$ cat config.mk
export PLATFORM = sky130hd
export DESIGN_NAME = weight_read_sequencer
export DESIGN_NICKNAME = d
export VERILOG_FILES = /design/src/rtl/weight_read_sequencer.sv
export SDC_FILE = /design/constraint.sdc
export NUM_CORES = 1
export LEC_CHECK = 0
export ABC_CLOCK_PERIOD_IN_PS = 5400
export CAP_MARGIN = 10
export CORE_UTILIZATION = 42
export DETAILED_ROUTE_END_ITERATION = 16
export MAX_ROUTING_LAYER = met4
export PLACE_DENSITY = 0.85
export SYNTH_ARGS = -nofsm -noshare
export SYNTH_HDL_FRONTEND = slang
export SYNTH_SLANG_ARGS = --single-unit
export TNS_END_PERCENT = 1
$ cat constraint.sdc
create_clock -name clk -period 5.4 [get_ports clk]
set_input_delay 0.54 -clock clk [delete_from_list [all_inputs] [get_ports clk]]
set_output_delay 0.54 -clock clk [all_outputs]
set_load 0.01 [all_outputs]
$ cat src/rtl/weight_read_sequencer.sv
// Weight-memory read sequencer: pairs each accepted input sample with the weight
// fetched at its address, one pair per beat, then drains and pulses done.
module weight_read_sequencer #(
    parameter int numWeight    = 784,
    parameter int addressWidth = 10,
    parameter int dataWidth    = 16
) (
    input  logic                   clk,
    input  logic                   rst,
    input  logic                   start,
    input  logic                   in_valid,
    input  logic [dataWidth-1:0]   in_data,
    output logic                   in_ready,
    output logic                   ren,
    output logic [addressWidth:0]  raddr,
    input  logic [dataWidth-1:0]   wout,
    output logic                   mul_valid,
    output logic [dataWidth-1:0]   mul_x,
    output logic [dataWidth-1:0]   mul_w,
    output logic                   mul_last,
    output logic                   busy,
    output logic                   done
);

    localparam logic [addressWidth:0] C_LAST = (addressWidth+1)'(numWeight - 1);

    typedef enum logic [1:0] {
        S_IDLE  = 2'd0,
        S_RUN   = 2'd1,
        S_DRAIN = 2'd2,
        S_DONE  = 2'd3
    } state_t;

    state_t                r_state;
    state_t                w_next;
    logic [addressWidth:0] r_cnt;
    logic                  r_mul_valid;
    logic                  r_mul_last;
    logic [dataWidth-1:0]  r_mul_x;
    logic                  w_beat;
    logic                  w_at_last;

    assign w_beat    = (r_state == S_RUN) && in_valid;
    assign w_at_last = (r_cnt == C_LAST);

    always_ff @(posedge clk or posedge rst) begin
        if (rst) begin
            r_state <= S_IDLE;
        end else begin
            r_state <= w_next;
        end
    end

    always_comb begin
        w_next   = r_state;
        in_ready = 1'b0;
        ren      = 1'b0;
        raddr    = '0;
        busy     = 1'b1;
        done     = 1'b0;
        case (r_state)
            S_IDLE: begin
                busy = 1'b0;
                if (start) w_next = S_RUN;
            end
            S_RUN: begin
                in_ready = 1'b1;
                ren      = in_valid;
                raddr    = r_cnt;
                if (w_beat && w_at_last) w_next = S_DRAIN;
            end
            S_DRAIN: begin
                w_next = S_DONE;
            end
            S_DONE: begin
                done   = 1'b1;
                w_next = S_IDLE;
            end
            default: begin
                w_next = S_IDLE;
            end
        endcase
    end

    // The weight arrives one cycle after ren, so the sample is delayed to meet it.
    always_ff @(posedge clk or posedge rst) begin
        if (rst) begin
            r_cnt       <= '0;
            r_mul_valid <= 1'b0;
            r_mul_last  <= 1'b0;
            r_mul_x     <= '0;
        end else begin
            r_mul_valid <= w_beat;
            r_mul_last  <= w_beat && w_at_last;
            if (w_beat) begin
                r_mul_x <= in_data;
            end
            if ((r_state == S_IDLE) && start) begin
                r_cnt <= '0;
            end else if (w_beat && !w_at_last) begin
                r_cnt <= r_cnt + 1'b1;
            end
        end
    end

    assign mul_valid = r_mul_valid;
    assign mul_last  = r_mul_last;
    assign mul_x     = r_mul_x;
    assign mul_w     = wout;

endmodule

Yosys cells after proc, flatten, opt, wreduce, memory -nomap -nowiden
Cells that the tools add are included.

Input bits: 36. Register bits: 31.

Add/sub/neg operators: 1. Equality and inequality tests: 6. Reductions and logical operators: 8. Muxes and demuxes: 10.

Operator list (number): $mux W11 (3); $add A11 B1 Y11 const B (1); $eq A11 B10 Y1 const B (1); $pmux W2 S4 (1); $eq A2 B2 Y1 const B (2); $logic_and A1 B1 Y1 (4); $mux W1 (4); $mux W2 (2); $eq A2 B1 Y1 const B (1); $logic_not A2 Y1 (1); $ne A2 B1 Y1 const B (1); $ne A2 B2 Y1 const B (1); $reduce_and A2 Y1 (1); $reduce_bool A2 Y1 (1); $logic_not A1 Y1 (1).

Longest topological paths before layout
Depth in word-level cells: 5. Mapped depth: 7.

Least setup slack after synthesis
OpenSTA, ideal clock, no wires.

Path type: register to output. Start: register r_state[1]. End: output port ren. Data required time: 4.860 ns. Setup slack: 3.457 ns. Buffers on the path: 2. Arrival time: 1.403 ns. Stages on the path, launching flop included: 6. Path through: dfrtp_1 inv_1 ha_1 and2_1 buf_2 buf_2.

Longest elaborated chain between the ends: 2.

RTL lines: from (decl) (line 34) `state_t r_state;`; from (signal assigned) (line 50) `r_state <= w_next;`; $eq A2 B1 Y1 (line 61) `case (r_state)`; $mux W1 (line 61); to (decl) (line 14) `output logic ren,`.

Every way passes these cells.

Worst setup path after layout
Same ends and word-level chain as after synthesis.

==> flow_results.org <==
** Die
- Total I/O pin count :: 85
- The die is 63.8 um tall.
- The floorplan step set the die width to ~64 um.
- The floorplan step defined a core boundary enclosing 0.00366 mm2.
- Effective utilization at floorplan :: 0.437
- Die Area :: 0.00406 mm2
- Number of cell rows :: 22

** Worst setup path
- Terminus of the critical flop-to-flop path :: r_cnt[3]
- In this run the register-to-register setup slack is 3090 ps.
- Endpoint class of the critical path :: output pin
- Measured in cells, the most critical reg-to-reg path has a length of 7.
- The worst setup path is of the reg -> out kind.
- The critical path ends at ren.
- Data on the critical path arrives at its endpoint at 2310 ps.
- Required time of the critical path :: 4860 ps
- Max FO, Critical Path :: 21
- Startpoint types :: flop
- Crit path from :: r_state[1]
- The startpoint identified for the worst register-to-register timing path is r_state[1].

** Global routing
- Global-route total usage across every layer :: 0.184
- Global routing finished with a remaining overflow of 0.
- Entering global routing, the biggest net connects 32 pins.
- Via count of the first global-routing pass :: 1,139
- The first global-routing pass estimated 5.39 mm of wire.
- Initial antenna violation count :: 0

** Power and ir drop
- The worst-case IR drop observed on VDD is 0.192 mV.
- Final total power :: 0.695 mW
- The analysis attributes to cell leakage a power of 0.919 nW.
- Total power divided by cell area :: 321 mW/mm2

** Yosys
- A synthesized cell averages approximately 11 um2.
- Counting flops with a built-in enable in the synthesized netlist gives 0.
- Primary FF master, synth :: sky130_fd_sc_hd__dfrtp_1
- The share of the Yosys chip area taken by registers is 0.484.
- The synthesized netlist occupies a cell area of roughly 0.0016 mm2.
- Synth Instances :: 141
- After synthesis, the share of flip-flops with an asynchronous set or reset is 1.00.
- The netlist uses 28 different library cells.
- Yosys Warn Count :: 0
- Post-synthesis sequential element count :: 31
- Synth Net Count :: 183

** Layout
- Diode insertion count for antenna repair :: 0
- From synthesis to final layout, the design area changed by 35.3%.
- Total Nets Final :: 224
- With fillers left out, the area of the finished cells amounts to 0.00217 mm2.
- Fraction of layout instances using a drive strength above 1 :: 0.176

** Clocking
- CTS Buffer Depth :: 2
- After clock tree synthesis, the clock-pin slew on the worst setup and hold paths is 60 ps.
- Number of CTS-inserted buffers :: 5
- Gates resized during post-CTS repair numbered 0.
- Source-to-sink clock delay at the later pin of the worst-skew pair :: between 200 and 300 ps
- CTS tree :: yes
- Maximum level of the CTS H-tree :: 2
- The number of setup buffers added after CTS is 0.
- After clock tree synthesis, the flow added hold-fix buffers numbering 0.
- Clock tree synthesis found a total of 31 sinks.
- CTS root buf :: sky130_fd_sc_hd__clkbuf_8

** STA
- The number of failing hold endpoints at the final stage came to 0.
- In this run the tightest slew margin relative to its limit is 0.678.
- Setup Viol. Count Final :: 0
- Once routing completed, OpenROAD measured the worst setup slack at ~2600 ps.
- At the pin with the least slew margin, the transition time is 481 ps.
- Min Hold Slack :: 508 ps
- In the finished design, the share of the clock period the worst path needs comes to 0.527.
- Max-slew violation count :: 0
- Post-route clock skew :: 5.75 ps
- For the final routed database, the setup TNS stands at 0 ps.
- After layout, the minimum clock period comes to approximately 2800 ps.
- Setup repair after global routing left no endpoint under its margin.
- Highest attainable clock frequency :: 351 MHz

** Drt
- In the final routed layout, each cell accounts on average for 14.7 um.
- Total wire length :: 3.39 mm
- Detail-routed via count per cell :: approximately 5.0
- DR pass1 iterations :: 4
- Number of DRC violations after detailed routing :: 0
- The routed layout has 1,145 vias.
- Remaining antenna violation count :: 0
- After the first detailed-routing iteration, the DRC count stood at 29.

** Place
- Worst slack, placed :: ~2800 ps
- Number of buffers inserted by port buffering :: 52
- The congestion estimate from routability-driven global placement came to 0.832.
- Summing all placed instances gives a cell area of 0.00205 mm2.
- DP HPWL :: 2.35 mm

** Run status
- Run status :: finished, final reports clean

** Worst hold path
- The path class of the tightest hold or removal check is reg -> reg.

** Job
- The tool flagged a number of max-cap violations equal to 0.
per-stage QoR:
step | util | std cells
2_1_floorplan | - | 141
3_3_place_gp | 0.560 | 222
3_5_place_dp | 0.560 | 222
4_1_cts | 0.584 | 229
5_1_grt | 0.592 | 230
6_report | 0.592 | 230
sequential cells by signal (all words and copies together), names as in the netlist:
| register | cells |
|---|---|
| r_cnt | 11 |
| mul_valid | 1 |
| mul_x | 16 |
| mul_last | 1 |
| r_state | 2 |
worst max-delay path: stages, from the launching register on:
cell	delay (ps)
sky130_fd_sc_hd__dfrtp_1	410
sky130_fd_sc_hd__inv_1	120
sky130_fd_sc_hd__ha_1	430
sky130_fd_sc_hd__and2_1	200
sky130_fd_sc_hd__buf_4	270
sky130_fd_sc_hd__clkdlybuf4s50_1	590
per-layer routing:
layer | up-vias | GRT usage | routed length, um
met5 | - | - | 0
met4 | 0 | 0.0682 | 102
met3 | 10 | 0.0714 | 192
met2 | 40 | 0.298 | 1740
met1 | 551 | 0.206 | 1350
li1 | 544 | - | -
kinds of logic (layout without fill, tap and decap cells):
| family | Yosys count | after routing | synth area share |
|---|---|---|---|
| flops | 31 | 31 | 0.484 |
| buf+inv | 25 | 66 | 0.0977 |
| compound gates | 12 | 12 | 0.0539 |
| xor+xnor | 5 | 5 | 0.0273 |
| mux | 19 | 19 | 0.132 |
| fa+ha+maj | 6 | 6 | 0.0469 |
| simple gates | 43 | 43 | 0.158 |
area by class of cell:
type,count,area [um2]
fillers,314,1490
repair buffers,54,556
well taps,48,60.1
inverters,5,18.8
flip-flops and latches,31,776
multi-input cells,85,669
clock inverters,1,5.00
clock buffers,6,82.6
cells in the final DEF, fill, tap and decap left out:
cell type                         count
sky130_fd_sc_hd__ha_1                 6
sky130_fd_sc_hd__inv_1                5
sky130_fd_sc_hd__mux2i_1              2
sky130_fd_sc_hd__nor4_1               1
sky130_fd_sc_hd__o21ai_0              5
sky130_fd_sc_hd__and2_1              13
sky130_fd_sc_hd__a21oi_1              5
sky130_fd_sc_hd__dfrtp_1             31
sky130_fd_sc_hd__buf_16               1
sky130_fd_sc_hd__clkdlybuf4s50_1     52
sky130_fd_sc_hd__and3_1               1
sky130_fd_sc_hd__mux2_1               1
sky130_fd_sc_hd__nor2b_1              2
sky130_fd_sc_hd__or4_4                1
sky130_fd_sc_hd__and4_2               1
sky130_fd_sc_hd__o2bb2ai_1            1
sky130_fd_sc_hd__clkinv_2             1
sky130_fd_sc_hd__or3_1                2
sky130_fd_sc_hd__nor2_1               7
sky130_fd_sc_hd__and2_2               1
sky130_fd_sc_hd__and4_1               1
sky130_fd_sc_hd__nand3_1              6
sky130_fd_sc_hd__nand2_1              3
sky130_fd_sc_hd__o41ai_4              1
sky130_fd_sc_hd__mux2_2              16
sky130_fd_sc_hd__xor2_1               5
sky130_fd_sc_hd__nand4_1              1
sky130_fd_sc_hd__or3_2                3
sky130_fd_sc_hd__clkbuf_8             6
sky130_fd_sc_hd__buf_4                1
Yosys cell counts (3+ instances only):
library cell / n / area share
sky130_fd_sc_hd__buf_4: 16 / 0.075
sky130_fd_sc_hd__nand3_1: 6 / 0.019
sky130_fd_sc_hd__nand2_1: 3 / 0.0070
sky130_fd_sc_hd__and2_1: 13 / 0.051
sky130_fd_sc_hd__a21oi_1: 5 / 0.016
sky130_fd_sc_hd__nor2_1: 7 / 0.016
sky130_fd_sc_hd__dfrtp_1: 31 / 0.48
sky130_fd_sc_hd__inv_1: 5 / 0.012
sky130_fd_sc_hd__xor2_1: 5 / 0.027
sky130_fd_sc_hd__mux2_2: 16 / 0.11
sky130_fd_sc_hd__ha_1: 6 / 0.047
sky130_fd_sc_hd__o21ai_0: 5 / 0.016
sky130_fd_sc_hd__or3_2: 3 / 0.014
report_power, final:
part	leakage [nW]	internal (mW)	switching (mW)
Combinational	0.493	0.124	0.0814
Sequential	0.380	0.267	0.0363
Clock	0.0470	0.0998	0.0861
worst min path at each step:
stage                          start         end  slack [ps]  cells after the start
final                       mul_x[6]    mul_x[6]         510                      1
after global routing        mul_x[6]    mul_x[6]         530                      1
after CTS                   mul_x[1]    mul_x[1]         510                      1
after detailed placement    mul_x[1]    mul_x[1]         500                      1
after global placement      mul_x[0]    mul_x[0]         490                      1
after floorplan           r_state[1]  r_state[1]         510                      1
No activity file was read; power rests on OpenSTA's default activity.
